[config.mk]
export PLATFORM = sky130hd
export DESIGN_NAME = bank_conflict_arbiter_flat
export DESIGN_NICKNAME = d
export VERILOG_FILES = /design/src/rtl/bank_conflict_arbiter_if.sv /design/src/rtl/bank_conflict_arbiter.sv /design/src/flat_wrapper.sv
export SDC_FILE = /design/constraint.sdc
export NUM_CORES = 1
export LEC_CHECK = 0
export BUFFER_PORTS_ARGS = -buffer_cell sky130_fd_sc_hd__buf_2
export CORE_AREA = 2 2 104 106
export DETAILED_ROUTE_END_ITERATION = 8
export DIE_AREA = 0 0 106 108
export HOLD_SLACK_MARGIN = 0.08
export PLACE_DENSITY_LB_ADDON = 0.12
export SYNTH_ARGS = -nofsm -noshare
export SYNTH_HDL_FRONTEND = slang
export SYNTH_SLANG_ARGS = --single-unit
[constraint.sdc]
create_clock -name clk -period 1.7 [get_ports clk]
set_input_delay 0.17 -clock clk [delete_from_list [all_inputs] [get_ports clk]]
set_output_delay 0.17 -clock clk [all_outputs]
set_load 0.05 [all_outputs]
[src/rtl/bank_conflict_arbiter_if.sv]
// Requester and memory-issue bundle for bank_conflict_arbiter.
// master: requester/memory side; slave: the arbiter.
// The conflict_cnt signal exists only when ARB_STATS_EN is defined.
interface bank_conflict_arbiter_if #(
  parameter int ADDR_WIDTH = 13,
  parameter int DATA_WIDTH = 32,
  parameter int CNT_WIDTH  = 16
);
  logic                  req_a;
  logic                  req_b;
  logic [ADDR_WIDTH-1:0] addr_a;
  logic [ADDR_WIDTH-1:0] addr_b;
  logic                  we_a;
  logic                  we_b;
  logic [DATA_WIDTH-1:0] wdata_a;
  logic [DATA_WIDTH-1:0] wdata_b;
  logic                  ready_a;
  logic                  ready_b;
  logic                  mem_en_a;
  logic                  mem_en_b;
  logic [ADDR_WIDTH-1:0] mem_addr_a;
  logic [ADDR_WIDTH-1:0] mem_addr_b;
  logic                  mem_we_a;
  logic                  mem_we_b;
  logic [DATA_WIDTH-1:0] mem_wdata_a;
  logic [DATA_WIDTH-1:0] mem_wdata_b;
  logic                  conflict;
`ifdef ARB_STATS_EN
  logic [CNT_WIDTH-1:0]  conflict_cnt;

  modport master (
    output req_a, req_b, addr_a, addr_b, we_a, we_b, wdata_a, wdata_b,
    input  ready_a, ready_b, mem_en_a, mem_en_b, mem_addr_a, mem_addr_b,
           mem_we_a, mem_we_b, mem_wdata_a, mem_wdata_b, conflict, conflict_cnt
  );
  modport slave (
    input  req_a, req_b, addr_a, addr_b, we_a, we_b, wdata_a, wdata_b,
    output ready_a, ready_b, mem_en_a, mem_en_b, mem_addr_a, mem_addr_b,
           mem_we_a, mem_we_b, mem_wdata_a, mem_wdata_b, conflict, conflict_cnt
  );
`else
  modport master (
    output req_a, req_b, addr_a, addr_b, we_a, we_b, wdata_a, wdata_b,
    input  ready_a, ready_b, mem_en_a, mem_en_b, mem_addr_a, mem_addr_b,
           mem_we_a, mem_we_b, mem_wdata_a, mem_wdata_b, conflict
  );
  modport slave (
    input  req_a, req_b, addr_a, addr_b, we_a, we_b, wdata_a, wdata_b,
    output ready_a, ready_b, mem_en_a, mem_en_b, mem_addr_a, mem_addr_b,
           mem_we_a, mem_we_b, mem_wdata_a, mem_wdata_b, conflict
  );
`endif
endinterface

[src/rtl/bank_conflict_arbiter.sv]
// Two-requester same-bank conflict arbiter with round-robin priority.
// Accepted accesses are registered onto two memory issue ports.
// Optional macro ARB_STATS_EN adds the saturating conflict_cnt counter.
// Data/counter widths come from the connected interface instance.
module bank_conflict_arbiter #(
  parameter int ADDR_WIDTH = 13,
  parameter int BANK_LOG2  = 2
) (
  input  logic                    clk,
  input  logic                    rst_n,
  bank_conflict_arbiter_if.slave  bus
);

  typedef enum logic {PRIO_A = 1'b0, PRIO_B = 1'b1} state_t;

  state_t               state;
  state_t               state_next;
  logic [BANK_LOG2-1:0] bank_a;
  logic [BANK_LOG2-1:0] bank_b;
  logic                 collision;
  logic                 accept_a;
  logic                 accept_b;

  // Bank decode and same-bank collision detect
  always_comb begin
    bank_a    = bus.addr_a[ADDR_WIDTH-1 -: BANK_LOG2];
    bank_b    = bus.addr_b[ADDR_WIDTH-1 -: BANK_LOG2];
    collision = bus.req_a && bus.req_b && (bank_a == bank_b);
  end

  // Priority state register
  always_ff @(posedge clk or negedge rst_n) begin
    if (!rst_n) state <= PRIO_A;
    else        state <= state_next;
  end

  // Next priority: hand priority to the loser of a collision
  always_comb begin
    state_next = state;
    if (collision) begin
      case (state)
        PRIO_A:  state_next = PRIO_B;
        PRIO_B:  state_next = PRIO_A;
        default: state_next = PRIO_A;
      endcase
    end
  end

  // Grants: everyone is ready unless a collision, then only the prio holder
  always_comb begin
    bus.ready_a = !collision || (state == PRIO_A);
    bus.ready_b = !collision || (state == PRIO_B);
    accept_a    = bus.req_a && bus.ready_a;
    accept_b    = bus.req_b && bus.ready_b;
  end

  // Issue registers; address/we/data hold their last accepted value
  always_ff @(posedge clk or negedge rst_n) begin
    if (!rst_n) begin
      bus.mem_en_a    <= 1'b0;
      bus.mem_en_b    <= 1'b0;
      bus.mem_addr_a  <= '0;
      bus.mem_addr_b  <= '0;
      bus.mem_we_a    <= 1'b0;
      bus.mem_we_b    <= 1'b0;
      bus.mem_wdata_a <= '0;
      bus.mem_wdata_b <= '0;
      bus.conflict    <= 1'b0;
    end else begin
      bus.mem_en_a <= accept_a;
      bus.mem_en_b <= accept_b;
      bus.conflict <= collision;
      if (accept_a) begin
        bus.mem_addr_a  <= bus.addr_a;
        bus.mem_we_a    <= bus.we_a;
        bus.mem_wdata_a <= bus.wdata_a;
      end
      if (accept_b) begin
        bus.mem_addr_b  <= bus.addr_b;
        bus.mem_we_b    <= bus.we_b;
        bus.mem_wdata_b <= bus.wdata_b;
      end
    end
  end

`ifdef ARB_STATS_EN
  // Saturating collision counter
  always_ff @(posedge clk or negedge rst_n) begin
    if (!rst_n)
      bus.conflict_cnt <= '0;
    else if (collision && (bus.conflict_cnt != '1))
      bus.conflict_cnt <= bus.conflict_cnt + 1'b1;
  end
`endif

endmodule

[src/flat_wrapper.sv]
// flat-port wrapper written by rule: the top's interface ports become plain ports
module bank_conflict_arbiter_flat 
#(
  parameter int ADDR_WIDTH = 13,
  parameter int BANK_LOG2  = 2
)
  (clk, rst_n, bus_req_a, bus_req_b, bus_addr_a, bus_addr_b, bus_we_a, bus_we_b, bus_wdata_a, bus_wdata_b, bus_ready_a, bus_ready_b, bus_mem_en_a, bus_mem_en_b, bus_mem_addr_a, bus_mem_addr_b, bus_mem_we_a, bus_mem_we_b, bus_mem_wdata_a, bus_mem_wdata_b, bus_conflict);
  bank_conflict_arbiter_if #(.ADDR_WIDTH(ADDR_WIDTH), .DATA_WIDTH((32)), .CNT_WIDTH((4))) bus_i ();
  input  logic clk;
  input  logic rst_n;
  input wire logic [$bits(bus_i.req_a)-1:0] bus_req_a;
  input wire logic [$bits(bus_i.req_b)-1:0] bus_req_b;
  input wire logic [$bits(bus_i.addr_a)-1:0] bus_addr_a;
  input wire logic [$bits(bus_i.addr_b)-1:0] bus_addr_b;
  input wire logic [$bits(bus_i.we_a)-1:0] bus_we_a;
  input wire logic [$bits(bus_i.we_b)-1:0] bus_we_b;
  input wire logic [$bits(bus_i.wdata_a)-1:0] bus_wdata_a;
  input wire logic [$bits(bus_i.wdata_b)-1:0] bus_wdata_b;
  output wire logic [$bits(bus_i.ready_a)-1:0] bus_ready_a;
  output wire logic [$bits(bus_i.ready_b)-1:0] bus_ready_b;
  output wire logic [$bits(bus_i.mem_en_a)-1:0] bus_mem_en_a;
  output wire logic [$bits(bus_i.mem_en_b)-1:0] bus_mem_en_b;
  output wire logic [$bits(bus_i.mem_addr_a)-1:0] bus_mem_addr_a;
  output wire logic [$bits(bus_i.mem_addr_b)-1:0] bus_mem_addr_b;
  output wire logic [$bits(bus_i.mem_we_a)-1:0] bus_mem_we_a;
  output wire logic [$bits(bus_i.mem_we_b)-1:0] bus_mem_we_b;
  output wire logic [$bits(bus_i.mem_wdata_a)-1:0] bus_mem_wdata_a;
  output wire logic [$bits(bus_i.mem_wdata_b)-1:0] bus_mem_wdata_b;
  output wire logic [$bits(bus_i.conflict)-1:0] bus_conflict;
  assign bus_i.req_a = bus_req_a;
  assign bus_i.req_b = bus_req_b;
  assign bus_i.addr_a = bus_addr_a;
  assign bus_i.addr_b = bus_addr_b;
  assign bus_i.we_a = bus_we_a;
  assign bus_i.we_b = bus_we_b;
  assign bus_i.wdata_a = bus_wdata_a;
  assign bus_i.wdata_b = bus_wdata_b;
  assign bus_ready_a = bus_i.ready_a;
  assign bus_ready_b = bus_i.ready_b;
  assign bus_mem_en_a = bus_i.mem_en_a;
  assign bus_mem_en_b = bus_i.mem_en_b;
  assign bus_mem_addr_a = bus_i.mem_addr_a;
  assign bus_mem_addr_b = bus_i.mem_addr_b;
  assign bus_mem_we_a = bus_i.mem_we_a;
  assign bus_mem_we_b = bus_i.mem_we_b;
  assign bus_mem_wdata_a = bus_i.mem_wdata_a;
  assign bus_mem_wdata_b = bus_i.mem_wdata_b;
  assign bus_conflict = bus_i.conflict;
  bank_conflict_arbiter #(.ADDR_WIDTH(ADDR_WIDTH), .BANK_LOG2(BANK_LOG2)) u_core (.clk(clk), .rst_n(rst_n), .bus(bus_i));
endmodule
# Word-level counts from Yosys, hierarchy flattened
# Index checks and enable logic that the tools add are counted.
# classes
muxes	1
n_bitwise	1
n_eq_ne	1
reduce_logical	7
# op_table
op	n
1-bit logical AND	4
2-bit == test	1
1-bit logical OR	2
1-bit case mux with 2 select lines	1
1-bit logical NOT	1
1-bit inverter	1
# totals
wordCells	20
register_bits	96

# Longest topological paths before layout
# Gate-level depths: netlist of the first run.
# depth
depth_word	5
mapped_depth	5
mapped_depth_nobuf	3

# Worst setup path before layout of the first run
# No wires, ideal clock.
# synth_timing
path_type	register to register
startpoint	reg u_core.state
endpoint	reg u_core.bus.mem_addr_b[10]
path_buffers	2
synth_period_minus_slack_ns	1.574
arrival_ns	1.449
path_stages_with_launch	5
slack_ns	0.126
cell_sequence	dfrtp_1 > o41ai_2 > buf_4 > buf_6 > mux2_2
# synth_between
elab_chain_cells	2
# synth_lines
element	line_no	rtl
from (decl)	bank_conflict_arbiter.sv:16	state_t state;
from (signal assigned)	bank_conflict_arbiter.sv:34	else state <= state_next;
1-bit logical OR	bank_conflict_arbiter.sv:52	bus.ready_b = !collision || (state == PRIO_B);
1-bit logical AND	bank_conflict_arbiter.sv:54	accept_b = bus.req_b && bus.ready_b;
to (signal assigned)	bank_conflict_arbiter.sv:79	bus.mem_addr_b <= bus.addr_b;
to (decl)	bank_conflict_arbiter_if.sv:49	output ready_a, ready_b, mem_en_a, mem_en_b, mem_addr_a, mem_addr_b,
# Every way passes these cells.
# A chain may end at the register's enable or synchronous reset.

# Worst setup path in the final report of the first run
# layout_timing
startpoint	reg u_core.state
endpoint	reg u_core.bus.mem_wdata_b[5] (netlist name)
# layout_between
elab_chain_cells	2
# layout_lines
element	line_no	rtl
1-bit logical OR	bank_conflict_arbiter.sv:52	
1-bit logical AND	bank_conflict_arbiter.sv:54	
to (signal assigned)	bank_conflict_arbiter.sv:81	bus.mem_wdata_b <= bus.wdata_b;
to (decl)	bank_conflict_arbiter_if.sv:50	mem_we_a, mem_we_b, mem_wdata_a, mem_wdata_b, conflict
# Every way passes these cells.

==> results of run 1 <==
[state kept, by name, summed over array words and instances (netlist names)]
register	flops
u_core.bus.conflict	1
u_core.state	1
u_core.bus.mem_wdata_a	32
u_core.bus.mem_we_a	1
u_core.bus.mem_en_b	1
u_core.bus.mem_en_a	1
u_core.bus.mem_addr_b	13
u_core.bus.mem_wdata_b	32
u_core.bus.mem_addr_a	13
u_core.bus.mem_we_b	1
[cell type report]
cell class	instances	share of cell area [%]
well taps	136	2.88
clock buffers	14	2.75
multi-input cells	102	19.2
flip-flops and latches	96	40.7
clock inverters	2	0.635
repair buffers	293	33.7
inverters	3	0.191
[metrics by stage]
step                      cell area (sq um)  hold slack [ps]  util (%)  setup slack (ps)  power [mW]
final                                  5910              217      57.8              68.6        6.77
after global routing                   5910              206      57.8              8.20        7.10
after CTS                              5910              192      57.8              51.3        6.85
after detailed placement               4780              122      46.7              5.38        5.16
after global placement                 4780              116      46.7              35.9        5.13
after floorplan                        3610             -126         -               126        4.51
[repair_timing]
action | in CTS | in global routing
endpoints found under the hold margin | 118 | 0
hold buffers | 93 | 0
resized for setup | 0 | 0
[power by group]
| group | total, mW | internal [mW] | switching (mW) |
|---|---|---|---|
| registers | 2.80 | 2.63 | 0.171 |
| clock network | 1.50 | 0.764 | 0.740 |
| logic | 2.47 | 0.805 | 1.67 |
| total | 6.77 | 4.19 | 2.58 |
[critical path: stages, from the launching register on]
cell     delay (ps)
dfrtp_1         430
o41ai_4         410
buf_12          290
mux2_2          370
[metal layers]
layer,share of wire [%],wire [um]
met1,42,3740
met2,47,4190
met3,8.1,719
met4,2.2,198
met5,0,0
[final timing paths]
kind                                                     endpoint                              startpoint  slack, ps  depth (start not counted)
min reg2reg                u_core.bus.mem_wdata_a[31]$_DFFE_PN0P_  u_core.bus.mem_wdata_a[31]$_DFFE_PN0P_        500                          1
min                                 u_core.bus.conflict$_DFF_PN0_                               bus_req_a        220                          4
min in group asynchronous   u_core.bus.mem_wdata_a[3]$_DFFE_PN0P_                                   rst_n        270                          2
max in group asynchronous    u_core.bus.mem_addr_a[9]$_DFFE_PN0P_                                   rst_n        730                          3
max reg2reg                 u_core.bus.mem_wdata_b[5]$_DFFE_PN0P_                u_core.state$_DFFE_PN0N_         70                          3
max                         u_core.bus.mem_wdata_b[5]$_DFFE_PN0P_                u_core.state$_DFFE_PN0N_         70                          3
[logic make-up (layout without fill, tap and decap cells)]
kind of cell    Yosys count  after routing  share of synthesized area (%)
compound gates            2              2                          0.658
xor+xnor                  3              3                          0.727
buf+inv                  13            312                           2.87
flops                    96             96                           66.5
mux                      92             92                           28.7
simple gates              5              5                          0.623
[cells in the final DEF (no fill, tap or decap)]
master         count
buf_12             3
buf_2            191
buf_4              6
bufinv_16          1
clkbuf_1           3
clkbuf_8          11
clkinvlp_4         1
dfrtp_1           96
dlygate4sd3_1     93
inv_1              3
mux2_2            92
nand2_1            3
nand2b_1           1
nor3_1             1
o31ai_4            1
o41ai_4            1
xor2_1             3
==> flow_metrics.py, run 1 <==
metrics = {
    "routing": {
        "ant_nets": 0,
        "wl_per_cell_um": 13.7,
        "drc": 0,
        "totalWireLength_mm": 8.85,
        "drt_iter0_markers": 80,
        "dr_total_vias": 2808,
        "dr.pass1.iters": 4,
        "viasPerCell": 4.35,
    },
    "synthesis": {
        "synth_edf_count": 0,
        "synth_ff_type": "dfrtp_1",
        "synth_nets": 307,
        "yosys.area.top_type": "dfrtp_1",
        "yosys_warnings": 0,
        "yosysMostFrequentCell": "dfrtp_1",
        "synth-seq-cells": 96,
        "yosys-top-cells-count": "96 x dfrtp_1, 92 x mux2_2, 6 x buf_6",
        "ys_seq_area_share_pct": 66.5,
        "postSynthCellCount": 211,
        "synth-async-reset-ratio_pct": 100,
        "synth_area_sq_um": 3610,
        "avgSynthCellArea_sq_um": 17.1,
        "synth_area_leaders": "dfrtp_1 66%, mux2_2 29%, buf_6 1.9%",
        "synth_top_area_share_pct": 66.5,
        "synthDistinctLibCells": 12,
    },
    "floorplan": {
        "rows": 37,
        "io_pins": 193,
        "die-width_um": 106,
        "initial_core_util_pct": 35.3,
        "fp.coreArea_sq_um": 10200,
        "dieArea_sq_um": 11400,
        "die_height_um": 108,
    },
    "global_routing": {
        "use_met2_pct": 25.9,
        "use_met3_pct": 4.58,
        "grt_overflow": 0,
        "grt_max_degree": 48,
        "gr-usage-met1_pct": 18.7,
        "antenna_found_initial": 0,
        "grt-busiest-layer": "met2",
        "grt_use_total_pct": 15.5,
        "grt_pass1_wl_mm": 13.9,
        "grt_pass1_vias": 2958,
    },
    "sta": {
        "layout_min_cycle_time_ps": 1630,
        "tns_ps": 0,
        "final-setup-viol-count": 0,
        "timing.final.crit_share_pct": 96.0,
        "skew_ps": 6.66,
        "hold_viol": 0,
        "slew_viol_final": 0,
        "max_freq_mhz": 613,
        "rsz0062_at_grt": "no",
        "worstMarginPinSlew_ps": 501,
        "relSlewSlack_pct": 66.5,
    },
    "worst_hold_path": {
        "hold_path.class": "in -> reg",
    },
    "run_status": {
        "status": "complete, no violations",
    },
    "final_layout": {
        "regArea_sq_um": 2400,
        "fin_cells": 646,
        "nNetsFinal": 601,
        "num-fill-cells": 864,
        "diodes": 0,
        "drive_gt1_share_pct": 60.2,
        "multiInputGateArea_sq_um": 1130,
        "area_growth_syn_to_layout_pct": 63.5,
    },
    "placed_design": {
        "hpwlAfterDp_mm": 5.73,
        "dp.cells": 537,
        "port_buffers": 192,
        "gp_congestion": 0.714,
    },
    "worst_setup_path": {
        "worstPathArrival_ps": 1870,
        "crit_fanout": 47,
        "crit_type": "reg -> reg",
        "endpoint_kind": "register",
        "start_kind": "register",
        "critical_path_required_ps": 1940,
    },
    "pwr": {
        "ir_drop_uv": 537,
        "p_leak_nw": 2.83,
        "powerDensity_nw_per_um2": 1150,
    },
    "clock_tree": {
        "cts_setup_buffers": 0,
        "clockBufferDepth": 2,
        "clk_latency_ps": 350,
        "ctsHtreeMaxLevel": 3,
        "cts-buffers-inserted": 9,
        "clk_pin_slew_ps": 80,
        "clock-sinks": 96,
        "root_buffer": "clkbuf_8",
        "cts_tree": "built",
    },
    "job": {
        "cap_violations": 0,
    },
}
(Power assumes the default switching activity.)
==> run 2: changes to the inputs <==
--- a/config.mk
+++ b/config.mk
@@ -11,6 +11,7 @@
 export DIE_AREA = 0 0 106 108
 export HOLD_SLACK_MARGIN = 0.08
 export PLACE_DENSITY_LB_ADDON = 0.12
+export SETUP_SLACK_MARGIN = 0.4
 export SYNTH_ARGS = -nofsm -noshare
 export SYNTH_HDL_FRONTEND = slang
 export SYNTH_SLANG_ARGS = --single-unit
==> run 2 against run 1 <==
Sequential share of layout area is 2.5 points lower. Combinational power rose by 11%. Fmax is 2.1% higher. Critical path depth up 1. Largest power group unchanged. Critical endpoint is now u_core.bus.mem_wdata_b[6]$_DFFE_PN0P_. Worst setup slack better by 33 ps. Register-to-register slack better by 30 ps. Utilization increased by 3.7 points. Hold slack worse by 100 ps. Power is 1.5% higher.
==> flow_metrics.py, run 2 (same netlist as run 1, synthesis figures left out) <==
metrics = {
    "run_status": {
        "status": "complete, no violations",
    },
    "clock_tree": {
        "ctsHtreeMaxLevel": 3,
        "clk_latency_ps": 350,
        "clockBufferDepth": 2,
        "clk_pin_slew_ps": 100,
        "cts_tree": "built",
        "cts-buffers-inserted": 9,
        "root_buffer": "clkbuf_8",
        "clock-sinks": 96,
    },
    "final_layout": {
        "num-fill-cells": 801,
        "largestRegisters": "u_core.bus.mem_wdata_a (32), u_core.bus.mem_wdata_b (32)",
        "design_area_sq_um": 6290,
        "multiInputGateArea_sq_um": 1330,
        "area_growth_syn_to_layout_pct": 74.0,
        "diodes": 0,
        "regArea_sq_um": 2400,
        "layout_common_cells": "189 x buf_2, 96 x dfrtp_1, 92 x dlygate4sd3_1, 49 x mux2_4, 43 x mux2_2",
        "nNetsFinal": 610,
        "final_common_cell": "buf_2",
        "drive_gt1_share_pct": 62.0,
    },
    "worst_setup_path": {
        "max_stage_delay_ps": 430,
        "path_delay_family": "flip-flops",
        "crit_type": "reg -> reg",
        "critical_path_required_ps": 1950,
        "worstPathCellList": "o41ai_4 -> buf_4 -> clkbuf_16 -> mux2_2",
        "worstPathArrival_ps": 1840,
        "slowest_stage": "dfrtp_1",
        "rr_worst_depth": 4,
        "cp_num_cells": 4,
        "crit_start": "u_core.state$_DFFE_PN0N_",
        "r2r-start": "u_core.state$_DFFE_PN0N_",
        "crit_buf_inv": 2,
        "start_kind": "register",
        "crit_fanout": 8,
        "endpoint_kind": "register",
    },
    "pwr": {
        "combPwrFrac_pct": 39.7,
        "switchingPower_mw": 2.71,
        "powerDensity_nw_per_um2": 1090,
        "finalPower_mw": 6.88,
        "seq_power_share_pct": 40.9,
        "clkPwrFrac_pct": 19.4,
        "p_sw_share_pct": 39.5,
        "ir_drop_uv": 677,
        "internal-power_mw": 4.16,
        "p_leak_nw": 3.14,
    },
    "floorplan": {
        "fp.coreArea_sq_um": 10200,
        "die_height_um": 108,
        "dieArea_sq_um": 11400,
        "rows": 37,
        "die-width_um": 106,
        "io_pins": 193,
        "initial_core_util_pct": 35.3,
    },
    "global_routing": {
        "antenna_found_initial": 0,
        "grt_use_total_pct": 16.3,
        "grt_max_degree": 49,
        "grt_overflow": 0,
        "grt_pass1_wl_mm": 14.6,
        "grt_pass1_vias": 3028,
    },
    "sta": {
        "layout_min_cycle_time_ps": 1600,
        "skew_ps": 14.9,
        "slew_viol_final": 0,
        "worstMarginPinSlew_ps": 448,
        "tns_ps": 0,
        "hold_viol": 0,
        "relSlewSlack_pct": 69.9,
        "rsz0062_at_grt": "yes",
        "final-setup-viol-count": 0,
        "max_freq_mhz": 626,
        "timing.final.crit_share_pct": 94.0,
    },
    "placed_design": {
        "postPlaceCellArea_sq_um": 4980,
        "gp_congestion": 0.727,
        "port_buffers": 192,
        "hpwlAfterDp_mm": 5.99,
    },
    "worst_hold_path": {
        "min_path_cells": 2,
        "min_from": "bus_addr_b[12]",
        "hold_path.class": "in -> reg",
    },
    "routing": {
        "viasPerCell": 4.40,
        "dr_total_vias": 2877,
        "drc": 0,
        "ant_nets": 0,
        "totalWireLength_mm": 9.76,
        "wl_per_cell_um": 14.9,
        "drt_iter0_markers": 51,
        "dr.pass1.iters": 4,
    },
    "job": {
        "cap_violations": 0,
    },
}
-- run 2: cell count changes in the layout (fill, tap and decap cells not counted), sizes merged --
cell,change
clkbuf,-2
clkinv,+3
inv,+2
dlygate4sd3,-1
buf,+7
bufinv,-1
-- run 2: final cells by class --
type | instances | area share (%)
well taps | 136 | 2.70
inverters | 3 | 0.179
clock buffers | 9 | 1.97
flip-flops and latches | 96 | 38.2
clock inverters | 6 | 0.696
multi-input cells | 102 | 21.2
repair buffers | 302 | 35.1
-- run 2: worst register-to-register path, stage by stage, from the launching register on --
cell and delay (ps):
dfrtp_1 430, o41ai_4 370, buf_4 220, clkbuf_16 160, mux2_2 320
-- run 2: per-stage QoR --
step	util, %	hold WS (ps)	std cells	worst slack (ps)
2_1_floorplan	-	-126	211	149
3_3_place_gp	48.6	139	539	57.4
3_5_place_dp	48.6	139	539	31.4
4_1_cts	60.0	91.6	649	99.9
5_1_grt	61.5	111	654	37.8
6_report	61.5	113	654	101
-- run 2: final timing paths --
| kind | endpoint | slack (ps) |
|---|---|---|
| max in group asynchronous | u_core.bus.mem_wdata_b[5]$_DFFE_PN0P_ | 770 |
| min reg2reg | u_core.bus.mem_addr_a[1]$_DFFE_PN0P_ | 510 |
| max | u_core.bus.mem_wdata_b[6]$_DFFE_PN0P_ | 100 |
| min | u_core.bus.mem_addr_b[12]$_DFFE_PN0P_ | 110 |
| min in group asynchronous | u_core.bus.mem_wdata_a[10]$_DFFE_PN0P_ | 310 |
| max reg2reg | u_core.bus.mem_wdata_b[6]$_DFFE_PN0P_ | 100 |
-- run 2: what timing repair did --
| item | 4_1_cts | 5_1_grt |
|---|---|---|
| gates resized for setup | 8 | 14 |
| setup buffers | 2 | 1 |
| hold buffers | 92 | 0 |
| endpoints found under the hold margin | 121 | 0 |
| pin swaps | 1 | 2 |
| setup endpoints to repair | 94 | 96 |
| gates cloned | 1 | 4 |
-- run 2: per-layer routing --
metal | vias up | GRT usage (%) | part of all wire, %
met4 | 0 | 5.83 | 1.3
met1 | 1406 | 20.2 | 42
met5 | - | 0 | 0
li1 | 1339 | - | -
met3 | 12 | 5.30 | 7.8
met2 | 120 | 27.0 | 49
-- run 2: power by group through the flow --
stage | clock network, mW | logic [mW] | registers [mW]
final | 1.33 | 2.73 | 2.81
after global routing | 1.49 | 2.85 | 2.86
after CTS | 1.40 | 2.66 | 2.81
after detailed placement | 0 | 2.45 | 2.85
after global placement | 0 | 2.44 | 2.83
after floorplan | 0 | 0.588 | 4.04
